$ cat src/rtl/fetch_sequencer_if.sv
// Fetch sequencer bus: control/handshake inputs, and the pc_register/memory/IR-side outputs.
// The master modport is the sequencer side and the slave modport is the environment side.
interface fetch_sequencer_if #(
    parameter int unsigned DATA_WIDTH = 8,
    parameter int unsigned CNT_WIDTH  = 16
);
    logic                  start;
    logic                  halt;
    logic                  mem_rdy;
    logic [DATA_WIDTH-1:0] data_in;
    logic                  ir_ready;
    logic                  pc_cs;
    logic                  pc_oe_a;
    logic                  pc_cnt_en;
    logic                  mem_cs;
    logic                  mem_oe;
    logic [DATA_WIDTH-1:0] ir_out;
    logic                  ir_valid;
    logic                  busy;
    logic                  err;
    logic [CNT_WIDTH-1:0]  fetch_count;

    modport master (
        input  start, halt, mem_rdy, data_in, ir_ready,
        output pc_cs, pc_oe_a, pc_cnt_en, mem_cs, mem_oe,
               ir_out, ir_valid, busy, err, fetch_count
    );

    modport slave (
        output start, halt, mem_rdy, data_in, ir_ready,
        input  pc_cs, pc_oe_a, pc_cnt_en, mem_cs, mem_oe,
               ir_out, ir_valid, busy, err, fetch_count
    );
endinterface

$ cat src/rtl/fetch_sequencer.sv
// Instruction-fetch controller: strobes pc_register and memory, latches each fetched byte into
// the IR and presents it to decode with a valid/ready handshake. All outputs are registered-state decodes.
module fetch_sequencer #(
    parameter int unsigned DATA_WIDTH = 8,
    parameter int unsigned MAX_WAIT   = 4,
    parameter int unsigned CNT_WIDTH  = 16
) (
    input logic               clk,
    input logic               reset,
    fetch_sequencer_if.master bus
);
    localparam int unsigned WW = (MAX_WAIT > 1) ? $clog2(MAX_WAIT) : 1;

    typedef enum logic [1:0] {
        S_IDLE,
        S_ADDR,
        S_WAIT,
        S_HOLD
    } state_t;

    state_t                state_q, state_d;
    logic [WW-1:0]         wait_q, wait_d;
    logic [DATA_WIDTH-1:0] ir_q, ir_d;
    logic                  ir_valid_q, ir_valid_d;
    logic                  cnt_en_q, cnt_en_d;
    logic                  err_q, err_d;
    logic                  halt_q, halt_d;
    logic [CNT_WIDTH-1:0]  count_q, count_d;

    always_ff @(posedge clk) begin
        if (reset) begin
            state_q    <= S_IDLE;
            wait_q     <= '0;
            ir_q       <= '0;
            ir_valid_q <= 1'b0;
            cnt_en_q   <= 1'b0;
            err_q      <= 1'b0;
            halt_q     <= 1'b0;
            count_q    <= '0;
        end else begin
            state_q    <= state_d;
            wait_q     <= wait_d;
            ir_q       <= ir_d;
            ir_valid_q <= ir_valid_d;
            cnt_en_q   <= cnt_en_d;
            err_q      <= err_d;
            halt_q     <= halt_d;
            count_q    <= count_d;
        end
    end

    // halt seen at any point of a fetch is remembered so the FSM stops after the HOLD handshake
    always_comb begin
        state_d    = state_q;
        wait_d     = wait_q;
        ir_d       = ir_q;
        ir_valid_d = ir_valid_q;
        cnt_en_d   = 1'b0;
        err_d      = err_q;
        halt_d     = halt_q;
        count_d    = count_q;
        unique case (state_q)
            S_IDLE: begin
                halt_d = 1'b0;
                if (bus.start && !bus.halt && !err_q) state_d = S_ADDR;
            end
            S_ADDR: begin
                wait_d = '0;
                if (bus.halt) halt_d = 1'b1;
                state_d = S_WAIT;
            end
            S_WAIT: begin
                if (bus.halt) halt_d = 1'b1;
                if (bus.mem_rdy) begin
                    ir_d       = bus.data_in;
                    ir_valid_d = 1'b1;
                    count_d    = count_q + 1'b1;
                    cnt_en_d   = 1'b1;
                    state_d    = S_HOLD;
                end else if (wait_q == WW'(MAX_WAIT - 1)) begin
                    err_d   = 1'b1;
                    state_d = S_IDLE;
                end else begin
                    wait_d = wait_q + 1'b1;
                end
            end
            S_HOLD: begin
                if (bus.ir_ready) begin
                    ir_valid_d = 1'b0;
                    state_d    = (bus.halt || halt_q) ? S_IDLE : S_ADDR;
                end
            end
            default: state_d = S_IDLE;
        endcase
    end

    logic strobe;
    assign strobe = (state_q == S_ADDR) || (state_q == S_WAIT);

    assign bus.pc_cs       = strobe;
    assign bus.pc_oe_a     = strobe;
    assign bus.mem_cs      = strobe;
    assign bus.mem_oe      = strobe;
    assign bus.pc_cnt_en   = cnt_en_q;
    assign bus.ir_out      = ir_q;
    assign bus.ir_valid    = ir_valid_q;
    assign bus.busy        = (state_q != S_IDLE);
    assign bus.err         = err_q;
    assign bus.fetch_count = count_q;
endmodule

$ cat src/flat_wrapper.sv
// flat-port wrapper written by rule: the top's interface ports become plain ports
module fetch_sequencer_flat 
#(
    parameter int unsigned DATA_WIDTH = 8,
    parameter int unsigned MAX_WAIT   = 4,
    parameter int unsigned CNT_WIDTH  = 16
)
  (clk, reset, bus_start, bus_halt, bus_mem_rdy, bus_data_in, bus_ir_ready, bus_pc_cs, bus_pc_oe_a, bus_pc_cnt_en, bus_mem_cs, bus_mem_oe, bus_ir_out, bus_ir_valid, bus_busy, bus_err, bus_fetch_count);
  fetch_sequencer_if #(.DATA_WIDTH(DATA_WIDTH), .CNT_WIDTH(CNT_WIDTH)) bus_i ();
  input logic clk;
  input logic reset;
  input wire logic [$bits(bus_i.start)-1:0] bus_start;
  input wire logic [$bits(bus_i.halt)-1:0] bus_halt;
  input wire logic [$bits(bus_i.mem_rdy)-1:0] bus_mem_rdy;
  input wire logic [$bits(bus_i.data_in)-1:0] bus_data_in;
  input wire logic [$bits(bus_i.ir_ready)-1:0] bus_ir_ready;
  output wire logic [$bits(bus_i.pc_cs)-1:0] bus_pc_cs;
  output wire logic [$bits(bus_i.pc_oe_a)-1:0] bus_pc_oe_a;
  output wire logic [$bits(bus_i.pc_cnt_en)-1:0] bus_pc_cnt_en;
  output wire logic [$bits(bus_i.mem_cs)-1:0] bus_mem_cs;
  output wire logic [$bits(bus_i.mem_oe)-1:0] bus_mem_oe;
  output wire logic [$bits(bus_i.ir_out)-1:0] bus_ir_out;
  output wire logic [$bits(bus_i.ir_valid)-1:0] bus_ir_valid;
  output wire logic [$bits(bus_i.busy)-1:0] bus_busy;
  output wire logic [$bits(bus_i.err)-1:0] bus_err;
  output wire logic [$bits(bus_i.fetch_count)-1:0] bus_fetch_count;
  assign bus_i.start = bus_start;
  assign bus_i.halt = bus_halt;
  assign bus_i.mem_rdy = bus_mem_rdy;
  assign bus_i.data_in = bus_data_in;
  assign bus_i.ir_ready = bus_ir_ready;
  assign bus_pc_cs = bus_i.pc_cs;
  assign bus_pc_oe_a = bus_i.pc_oe_a;
  assign bus_pc_cnt_en = bus_i.pc_cnt_en;
  assign bus_mem_cs = bus_i.mem_cs;
  assign bus_mem_oe = bus_i.mem_oe;
  assign bus_ir_out = bus_i.ir_out;
  assign bus_ir_valid = bus_i.ir_valid;
  assign bus_busy = bus_i.busy;
  assign bus_err = bus_i.err;
  assign bus_fetch_count = bus_i.fetch_count;
  fetch_sequencer #(.DATA_WIDTH(DATA_WIDTH), .MAX_WAIT(MAX_WAIT), .CNT_WIDTH(CNT_WIDTH)) u_core (.clk(clk), .reset(reset), .bus(bus_i));
endmodule
$ cat config.mk
export PLATFORM = sky130hd
export DESIGN_NAME = fetch_sequencer_flat
export DESIGN_NICKNAME = d
export VERILOG_FILES = /design/src/rtl/fetch_sequencer_if.sv /design/src/rtl/fetch_sequencer.sv /design/src/flat_wrapper.sv
export SDC_FILE = /design/constraint.sdc
export NUM_CORES = 1
export LEC_CHECK = 0
export ABC_AREA = 0
export BUFFER_PORTS_ARGS = -buffer_cell sky130_fd_sc_hd__buf_2
export CAP_MARGIN = 15
export CORE_ASPECT_RATIO = 0.75
export CORE_MARGIN = 5
export CORE_UTILIZATION = 30
export CTS_CLUSTER_DIAMETER = 50
export DETAILED_ROUTE_END_ITERATION = 10
export PLACE_DENSITY = 0.51
export SETUP_SLACK_MARGIN = 0.3
export SYNTH_ARGS = -nofsm -noshare
export SYNTH_HDL_FRONTEND = slang
export SYNTH_SLANG_ARGS = --single-unit
$ cat constraint.sdc
create_clock -name clk -period 2.3 [get_ports clk]
set_clock_uncertainty 0.2 [all_clocks]
set_input_delay 0.115 -clock clk [delete_from_list [all_inputs] [get_ports clk]]
set_output_delay 0.115 -clock clk [all_outputs]
set_load 0.01 [all_outputs]
Word-level counts from Yosys, hierarchy flattened --
Cells that the tools add are included. Widths: inputs -> output; s select.
Cells by class: reductions and logical operators 19, bitwise logic cells 2, multiplexer cells 15, equality and inequality tests 11, add/sub/neg operators 2
Operator list (count):
- $add 16x1->16 const B | 1
- $mux 2 | 6
- $reduce_and 3->1 | 4
- $ne 2x2->1 const B | 4
- $pmux 2 s4 | 1
- $reduce_bool 2->1 | 4
- $eq 2x2->1 const B | 3
- $mux 1 | 5
- $ne 2x1->1 const B | 2
- $pmux 1 s2 | 2
- $pmux 2 s2 | 1
- $reduce_and 2->1 | 2
- $reduce_or 2->1 | 2
- $ne 3x2->1 const B | 1
- $add 2x1->2 const B | 1
- $eq 2x1->1 const B | 1
- $logic_and 1x1->1 | 2
- $logic_not 1->1 | 2
- $logic_not 2->1 | 1
- $logic_or 1x1->1 | 2
- $not 1->1 | 2
Storage, ports and cells: bits of input ports 14, flip-flop bits (word level) 32

Logic depth before layout (Yosys ltp) --
Gate-level depths: netlist (run 1).
depth in word-level cells 5, depth in mapped cells 6, gate-level depth less buffers 6

Least setup slack after synthesis (run 1) --
No wires, ideal clock.
kind register -> register, start point reg u_core.state_q[0], end point reg u_core.count_q[11], in the netlist u_core.bus.fetch_count[11], cell stages (with the launch flop) 7, clock period less this slack 1984 ps, setup time 71 ps, arrival 1713 ps, buffers on the path 0, path slack 316 ps, required time 2029 ps, path through dfxtp_1 inv_1 ha_1 and4_1 nand2_1 or4_2 a21oi_1
Between the ends: longest elaborated chain between the ends 2
RTL lines:
- start: declaration | line fetch_sequencer.sv:21 | state_t state_q, state_d;
- start signal: assignment | line fetch_sequencer.sv:41 | state_q <= state_d;
- $eq 2x2->1 | line fetch_sequencer.sv:62 | unique case (state_q)
- $reduce_and 2->1 (no source line)
- end signal: assignment | line fetch_sequencer.sv:48 | count_q <= count_d;
- end: declaration | line fetch_sequencer.sv:28 | logic [CNT_WIDTH-1:0] count_q, count_d;
No other way between the ends. A chain may end at the register's enable or synchronous reset.

Worst setup path after layout (run 1) --
start point in bus_halt, end point reg u_core.state_q[1]
Between the ends: longest elaborated chain between the ends 5
RTL lines:
- start: declaration | line flat_wrapper.sv:13 | input wire logic [$bits(bus_i.halt)-1:0] bus_halt;
- $logic_not 1->1 | line fetch_sequencer.sv:65 | if (bus.start && !bus.halt && !err_q) state_d = S_ADDR;
- $logic_and 1x1->1 (2 in series) | line fetch_sequencer.sv:65
- $ne 2x1->1 (no source line)
- $reduce_and 3->1 (no source line)
No other way between the ends.

==> results of run 1 <==
kinds of logic (layout without fill, tap and decap cells):
logic type / Yosys count / in the layout / share of synthesized area
fa+ha+maj: 7 / 7 / 0.06211
mux: 2 / 2 / 0.01508
simple gates: 68 / 68 / 0.2467
flops: 32 / 32 / 0.4543
buf+inv: 14 / 80 / 0.04525
compound gates: 30 / 30 / 0.1207
xor+xnor: 9 / 9 / 0.05590
sequential cells by signal (all words and copies together) (netlist names):
register                flops
u_core.halt_q               1
u_core.bus.ir_valid         1
u_core.state_q              2
u_core.bus.err              1
u_core.wait_q               2
u_core.bus.fetch_count     16
u_core.bus.pc_cnt_en        1
u_core.bus.ir_out           8
repair_timing:
action | CTS | global route
pin swaps | 0 | 3
endpoints found under the setup margin | 4 | 7
buffers inserted | 0 | 2
endpoints found under the hold margin | 19 | 0
resized for setup | 3 | 11
hold buffers | 13 | 0
layout make-up:
| class | instances | area share |
|---|---|---|
| timing repair buffer | 66 | 0.2079 |
| sequential | 32 | 0.3231 |
| clock buffer | 6 | 0.04133 |
| inverter | 6 | 0.01127 |
| clock inverter | 2 | 0.005009 |
| multi-input combinational | 116 | 0.3757 |
| tap | 57 | 0.03569 |
cell usage in the layout, fill, tap and decap left out, types with 2 or more instances in the layout:
cell,instances
buf_2,45
dfxtp_1,28
nand2_1,25
a21oi_1,16
nor2_1,16
dlygate4sd3_1,13
buf_4,8
xor2_1,7
nand3_1,6
o21ai_0,6
ha_1,6
clkbuf_8,6
inv_1,5
dfxtp_2,4
nand4_1,3
or3_4,2
or3_2,2
o31ai_1,2
xnor2_1,2
nor3b_1,2
clkinv_2,2
worst max-delay path, delay by kind of cell:
family / cells / cell delay, ns
and+or+nand+nor: 2 / 0.76
buffers and inverters: 2 / 0.66
AOI/OAI and AO/OA: 2 / 0.49
per-layer routing:
metal,vias up,track usage
li1,685,-
met1,582,0.1494
met2,28,0.1733
met3,5,0.03919
met4,0,0.03471
met5,-,0
power by group through the flow:
| stage | logic [mW] | registers [mW] | clock network (mW) |
|---|---|---|---|
| after floorplan | 0.226 | 0.625 | 0 |
| after global placement | 0.303 | 0.622 | 0 |
| after detailed placement | 0.302 | 0.622 | 0 |
| after CTS | 0.326 | 0.613 | 0.456 |
| after global routing | 0.403 | 0.618 | 0.481 |
| final | 0.361 | 0.613 | 0.444 |
per-stage QoR:
stage	hold slack (ns)	utilization	instance area, sq um
floorplan	0.05098	-	1410
CTS	0.2280	0.4330	1946
global placement	0.1608	0.3807	1710
global route	0.2740	0.4447	1998
finish	0.2553	0.4447	1998
detailed placement	0.1616	0.3807	1710
final timing paths:
kind	start	to	slack [ns]	cells past startpoint
setup / recovery	bus_halt	u_core.state_q[1]	0.30	6
hold / removal	u_core.bus.ir_out[5]	u_core.bus.ir_out[5]	0.26	2
setup reg to reg	u_core.state_q[1]	u_core.bus.fetch_count[11]	0.35	5
hold reg to reg	u_core.bus.ir_out[5]	u_core.bus.ir_out[5]	0.26	2
==> impl_results.md, run 1 <==
* Die Wd at around 89 microns
* Yosys reg bits at 32
* Fmax at 498.9 MHz
* Placed Instances at between 200 and 300
* Post-synth top area share at 0.4543
* ANT nets after route at 0
* Synth area leader: dfxtp_1
* Slew @ Worst Pin at between 0.3 and 0.4 ns
* Register Area at around 650 sq um
* Max Cap Violations at 0
* Crit path DAT at 2.02 ns
* Clk_lat worst skew at 0.28 ns
* Met2 wire len at around 1500 microns
* Status: finished, final reports clean
* Synthesized netlist cell count at between 150 and 200
* Vias in the first global route at approximately 1200
* Met1 Routed Length at 1741 microns
* H-tree Lvls at 2
* Synth warn at 0
* Synth cell types at 34
* CP max-delay cell: dlygate4sd3_1
* Critical path, cell by cell: dlygate4sd3_1, buf_2, or3b_4, a221o_1, or3_4, a21oi_2
* Critical Path RT at ~2.3 ns
* Layout cells sized above 1 at 0.3509
* Placeable Area at between 4000 and 5000 sq um
* Met3 wire length at around 180 microns
* Initial antenna violation count at 0
* Fillers at between 400 and 500
* Final setup margin at ~0.30 ns
* Sw frac at 0.2983
* CTS sink count at 32
* RSZ-0062 raised after global routing: yes
* DRC at 0
* Top layer reached by signal wires: met4
* Rows at 21
* Ys async rst share at 0
* RePlAce Congestion at between 0.7 and 0.8
* Overall Global Routing Usage at 0.1136
* Final net count at 248
* Initial Utilization at 0.3138
* Final wirelength at about 3500 microns
* Relative slew margins at 0.7540
* Final Setup Violations at 0
* Lkg Pwr at approximately 0.88 nW
* Die H at 69.38 microns
* Final Non-Filler Cells at 285
* Via count at between 1000 and 1500
* Power Total at ~1.4 mW
* Multi-input gate area at roughly 750 sq um
* Pre-antenna DRT Iters at 4
* Area Growth Syn to Fin at 41.70%
* Worst-path clk slew at around 0.07 ns
* Slew Limit Fails at 0
* Startpoint Class: input pin
* Largest net degree at the start of global routing at 19
* Crit-path max cell delay at 0.53 ns
* Clock buffer depth at 2
* Max VDD drop at approximately 310 uV
* CTS Buf Count at 5
* First-pass GRT wire length at roughly 5500 microns
* Setup TNS Final at 0 ns
* Worst Setup Slack post-DPL at 0.1938 ns
* Antenna Diode Count at 0
* Vias per Instance at approximately 4.6
* Post-synth EDFFs at 0
* Synthesized Nets at 183
* Cell Area, Synth at ~1400 sq um
* Total gr overflow at 0
* Min-Delay Path Class: reg -> reg
* Hpwl dp at 2414 microns
* Clk pwr share at 0.313
* Commonest cells post-synth: 32 x dfxtp_1, 25 x nand2_1, 17 x a21oi_1
* Final Cycle Share at 0.8715
* Synth area leaders: dfxtp_1 45%, nand2_1 6.7%, ha_1 6.2%, a21oi_1 6.0%, xor2_1 4.3%
* Boundary Pins at 46
* Syn avg cell area at 8.704 sq um
* Seq pwr share at 0.432
* WS Path Type: in -> reg
* WL/cell at roughly 12 microns
* TritonCTS clock tree: yes
* Die Footprint at about 6200 sq um
* Ys flop type: dfxtp_1
* Clock root buffer: clkbuf_8
* Post-synthesis sequential area ratio at 0.4543
* Most numerous cell in the Yosys netlist: dfxtp_1
* Initial DRC Count at 55
* Final Critical Period at ~2.0 ns
* Crit path max fanout at 4
* Net Switching at roughly 420 uW
* Final hold vios at 0
* Internal power at roughly 1000 uW
* Crit end category: flop
* P per Cell Area at a little over 700 nW/um^2
* Comb pwr share at 0.255
* I/O Buffers at 45
Power figures use the tool's default switching activity.
==> run 2: changes to the inputs <==
CORE_UTILIZATION = 44   (was 30)
MAX_ROUTING_LAYER = met4   (was not set)
PLACE_DENSITY = 0.73   (was 0.51)
clock period = 1.8 ns   (was 2.3 ns; I/O delays follow)
==> impl_results.md, run 2 (synthesis gave the netlist of run 1 again) <==
* Boundary Pins at 46
* Placeable Area at ~3000 sq um
* ANT nets after route at 0
* Fillers at approximately 180
* WS Path Type: reg -> reg
* Overall Global Routing Usage at 0.2136
* Multi-input gate area at around 900 sq um
* Largest net degree at the start of global routing at 32
* Final wirelength at ~4700 microns
* Most frequent cells in the layout: 41 x buf_2, 20 x nand2_1, 18 x buf_4
* Min-Delay Path Class: in -> reg
* P per Cell Area at slightly above 900 nW/um^2
* H-tree Lvls at 2
* TritonCTS clock tree: yes
* Power Total at 2.218 mW
* Reg-to-Reg Start: u_core.state_q[0]
* Total gr overflow at 0
* Crit end category: flop
* Seq pwr share at 0.356
* Antenna Diode Count at 0
* Final Critical Period at 1.827 ns
* Vias per Instance at approximately 5.3
* DRC at 0
* Fin area at 2400 sq um
* Die Wd at about 75 microns
* Core Util, Final at 0.8002
* Setup TNS Final at -0.04093 ns
* Worst-path clk slew at ~0.060 ns
* Slew Limit Fails at 0
* Relative slew margins at 0.7711
* CTS sink count at 32
* Die Footprint at around 4400 sq um
* Slew @ Worst Pin at 0.3434 ns
* Area Growth Syn to Fin at 70.19%
* Critical Path RT at between 1.5 and 2 ns
* Fmax at 547.5 MHz
* Pre-antenna DRT Iters at 4
* Clk_lat worst skew at 0.28 ns
* Initial antenna violation count at 0
* Final net count at ~270
* Hold Crit Depth at 4
* Initial Utilization at 0.4702
* Crit path max fanout at 6
* Worst R2R Path Depth at 7
* Commonest non-fill, non-tap cell in the layout: buf_2
* Failing checks: setup timing
* Hold Startpoint: bus_halt
* Max VDD drop at about 670 uV
* Comb pwr share at 0.338
* R2R Setup Slk at -0.03 ns
* Final Cycle Share at 1.015
* Clk pwr share at 0.307
* Vias in the first global route at 1524
* I/O Buffers at 45
* Clock buffer depth at 2
* Hpwl dp at about 2600 microns
* Final hold vios at 0
* First-pass GRT wire length at 7058 microns
* RR Endpoint: u_core.state_q[0]
* Clock root buffer: clkbuf_8
* Net Switching at between 600 and 700 uW
* Die H at ~59 microns
* Max Cap Violations at 0
* Internal power at ~1.6 mW
* Startpoint Class: flop
* CTS Buf Count at 5
* Final Setup Violations at 2
* Layout cells sized above 1 at 0.5304
* Via count at ~1500
* Crit path DAT at around 1.8 ns
* WHS Endpoint: u_core.state_q[0]
* Status: finished, violations left
* WL/cell at between 15 and 20 microns
* Area after DPL at between 1500 and 2000 sq um
* Rows at 17
* Max reg flops at 16
* RSZ-0062 raised after global routing: yes
* Register Area at 684.4 sq um
* RePlAce Congestion at 0.8299
* Lkg Pwr at 1.058 nW
* Final setup margin at -0.02656 ns
* Sw frac at 0.2939
* Initial DRC Count at 100
-- run 2: power groups by stage --
stage	clock network, mW	logic (mW)	registers (mW)
3_3_place_gp	0	0.386	0.788
2_1_floorplan	0	0.299	0.796
5_1_grt	0.723	0.803	0.795
4_1_cts	0.683	0.570	0.785
3_5_place_dp	0	0.405	0.793
6_report	0.680	0.749	0.789
-- run 2: critical path: stages (launching register included) --
cell	delay [ns]
dfxtp_4	0.38
inv_6	0.05
ha_4	0.18
nor3b_4	0.16
a221o_1	0.30
buf_4	0.16
nor4_2	0.21
a211oi_1	0.07
-- run 2: area by class of cell --
| cell class | instances | area share |
|---|---|---|
| inverters | 6 | 0.01147 |
| multi-input cells | 116 | 0.3770 |
| repair buffers | 85 | 0.2617 |
| flip-flops and latches | 32 | 0.2852 |
| clock inverters | 2 | 0.01460 |
| well taps | 38 | 0.01981 |
| clock buffers | 6 | 0.03024 |
-- run 2: metal layers --
| layer | vias up | global-route usage | wire length (microns) |
|---|---|---|---|
| li1 | 728 | - | - |
| met1 | 721 | 0.2490 | 1979 |
| met2 | 45 | 0.3665 | 2358 |
| met3 | 14 | 0.05085 | 201 |
| met4 | 0 | 0.05736 | 149 |
| met5 | - | - | 0 |
-- run 2: how the worst max path moves through the flow --
stage / startpoint / end / slack (ns)
finish: u_core.state_q[0] / u_core.state_q[0] / -0.03
global route: u_core.state_q[0] / u_core.state_q[0] / -0.12
CTS: u_core.bus.fetch_count[5] / u_core.bus.fetch_count[15] / -0.003
detailed placement: u_core.state_q[0] / u_core.state_q[1] / -0.08
global placement: u_core.bus.err / u_core.state_q[1] / 0.02
floorplan: u_core.bus.err / u_core.state_q[1] / 0.03
-- run 2: through the flow --
stage / setup slack [ns] / hold WS, ns / std cells
after floorplan: 0.02901 / 0.02598 / 162
after global placement: 0.02306 / 0.1310 / 241
after detailed placement: -0.08173 / 0.1432 / 241
after CTS: -0.002851 / 0.01642 / 279
after global routing: -0.1181 / 0.08633 / 285
final: -0.02656 / 0.02929 / 285
-- run 2: timing repair --
item,CTS,global route
buffers inserted,19,6
hold buffers,11,0
pin swaps,21,9
setup endpoints to repair,27,32
resized for setup,28,21
endpoints found under the hold margin,11,0
==> run 3: changes to the inputs <==
TNS_END_PERCENT = 1   (was not set)
==> impl_results.md, run 3 (synthesis gave the netlist of run 1 again) <==
* Met3 wire length at roughly 240 microns
* Max reg flops at 16
* Max Cap Violations at 0
* Vias per Instance at approximately 5.2
* Initial DRC Count at 74
* Lkg Pwr at between 0.9 and 1 nW
* Crit path DAT at around 1.8 ns
* Clock root buffer: clkbuf_8
* Max VDD drop at 572.3 uV
* Via count at 1436
* Hold Startpoint: reset
* WS Path Type: reg -> reg
* Pre-antenna DRT Iters at 4
* Boundary Pins at between 40 and 50
* Final Cycle Share at 1.010
* Slew Limit Fails at 0
* Reg-to-Reg Start: u_core.bus.err
* Register Area at approximately 670 sq um
* TritonCTS clock tree: yes
* Layout cells sized above 1 at 0.4542
* Overall Global Routing Usage at 0.1885
* Min-Delay Path Class: in -> reg
* Failing checks: setup timing
* Worst Setup Slack post-DPL at -0.09185 ns
* Cell family with most CP delay: simple AND/OR/NAND/NOR gates
* Placeable Area at roughly 3000 sq um
* Hpwl dp at 2655 microns
* Antenna Diode Count at 0
* H-tree Lvls at 2
* Total gr overflow at 0
* Die H at roughly 60 microns
* Multi-input gate area at between 800 and 900 sq um
* Largest net degree at the start of global routing at 22
* Most frequent cells in the layout: 45 x buf_2, 24 x nand2_1, 20 x dfxtp_1
* CP Buf/Inv Count at 1
* CTS sink count at 32
* Critical Path RT at roughly 1.8 ns
* Slew @ Worst Pin at 0.4060 ns
* Commonest non-fill, non-tap cell in the layout: buf_2
* Critical path, cell by cell: or3b_4, a221o_1, buf_4, nor4_4, a211oi_2
* RSZ-0062 raised after global routing: yes
* DRC at 0
* Met2 wire len at slightly below 2000 microns
* Final Setup Violations at 2
* I/O Buffers at 45
* WL/cell at between 10 and 15 microns
* Hold Crit Depth at 2
* Final Non-Filler Cells at between 200 and 300
* CP max-delay cell: or3b_4
* Final setup margin at -0.01864 ns
* Worst-path clk slew at roughly 0.06 ns
* Initial antenna violation count at 0
* Fillers at 217
* Final hold vios at 0
* Crit-path max cell delay at about 0.38 ns
* Fmax at 549.9 MHz
* ANT nets after route at 0
* Worst R2R Path Depth at 5
* Die Wd at about 75 microns
* Placed Instances at between 200 and 300
* Final Critical Period at approximately 1.8 ns
* Die Footprint at roughly 4400 sq um
* Final wirelength at ~4000 microns
* RePlAce Congestion at ~0.9
* P per Cell Area at 855.0 nW/um^2
* RR Endpoint: u_core.state_q[0]
* Initial Utilization at 0.4702
* Crit end category: flop
* Startpoint Class: flop
* Status: finished, violations left
* Clk_lat worst skew at roughly 0.29 ns
* WHS Endpoint: u_core.bus.pc_cnt_en
* Final net count at 260
* Met1 Routed Length at 1697 microns
* First-pass GRT wire length at roughly 6200 microns
* R2R Setup Slk at -0.02 ns
* Rows at 17
* Vias in the first global route at 1387
* Area Growth Syn to Fin at 52.62%
* Clock buffer depth at 2
* Relative slew margins at 0.7293
* CTS Buf Count at 5
* Crit path max fanout at 3
* Top layer reached by signal wires: met4
run 3: cell types whose count changed in the layout (fill, tap and decap cells not counted), sizes merged:
cell / previous run / this run
buf: 74 / 67
bufinv: 1 / 0
clkbuf: 6 / 7
run 3: final cells by class:
type                       instances  share of cell area
clock buffer                       7             0.03547
clock inverter                     1            0.002326
inverter                           6             0.01279
multi-input combinational        116              0.3779
sequential                        32              0.3116
tap                               38             0.02209
timing repair buffer              78              0.2378
run 3: worst register-to-register path, cell delays in order, from the launching register on:
cell	delay, ns
dfxtp_2	0.34
or3b_4	0.38
a221o_1	0.33
buf_4	0.16
nor4_4	0.22
a211oi_2	0.06
run 3: how the worst max path moves through the flow:
stage | from | end | slack (ns) | depth (start not counted)
after CTS | u_core.state_q[0] | u_core.state_q[0] | 0.03 | 7
after global placement | u_core.bus.err | u_core.state_q[1] | 0.02 | 4
final | u_core.bus.err | u_core.state_q[0] | -0.02 | 5
after floorplan | u_core.bus.err | u_core.state_q[1] | 0.03 | 4
after detailed placement | u_core.state_q[0] | u_core.state_q[1] | -0.09 | 6
after global routing | u_core.state_q[0] | u_core.state_q[0] | -0.07 | 7
run 3: stage by stage:
step | util | hold slack, ns | total power [mW] | area [sq um] | TNS, ns
detailed placement | 0.6120 | 0.1359 | 1.204 | 1836 | -0.1021
global route | 0.7176 | 0.01363 | 1.946 | 2152 | -0.2124
CTS | 0.6959 | 0.001855 | 1.795 | 2087 | 0
global placement | 0.6120 | 0.1307 | 1.181 | 1836 | 0
finish | 0.7176 | 0.01751 | 1.840 | 2152 | -0.03275
floorplan | - | 0.02598 | 1.098 | 1476 | 0
run 3: timing repair:
item | 4_1_cts | 5_1_grt
setup endpoints to repair | 29 | 33
hold buffers | 11 | 0
gates resized for setup | 7 | 16
setup buffers | 5 | 0
pin swaps | 8 | 6
hold endpoints to repair | 11 | 0
run 3: routing by layer:
metal,GRT usage,vias up
met5,-,-
met4,0.09476,0
met3,0.04576,9
met2,0.3112,48
met1,0.2114,664
li1,-,715
run 3: report_power, final:
part	internal [mW]	switching (mW)	leakage [nW]
Clock	0.271	0.245	0.0422
Combinational	0.246	0.283	0.674
Sequential	0.752	0.0438	0.266
Total	1.27	0.571	0.982
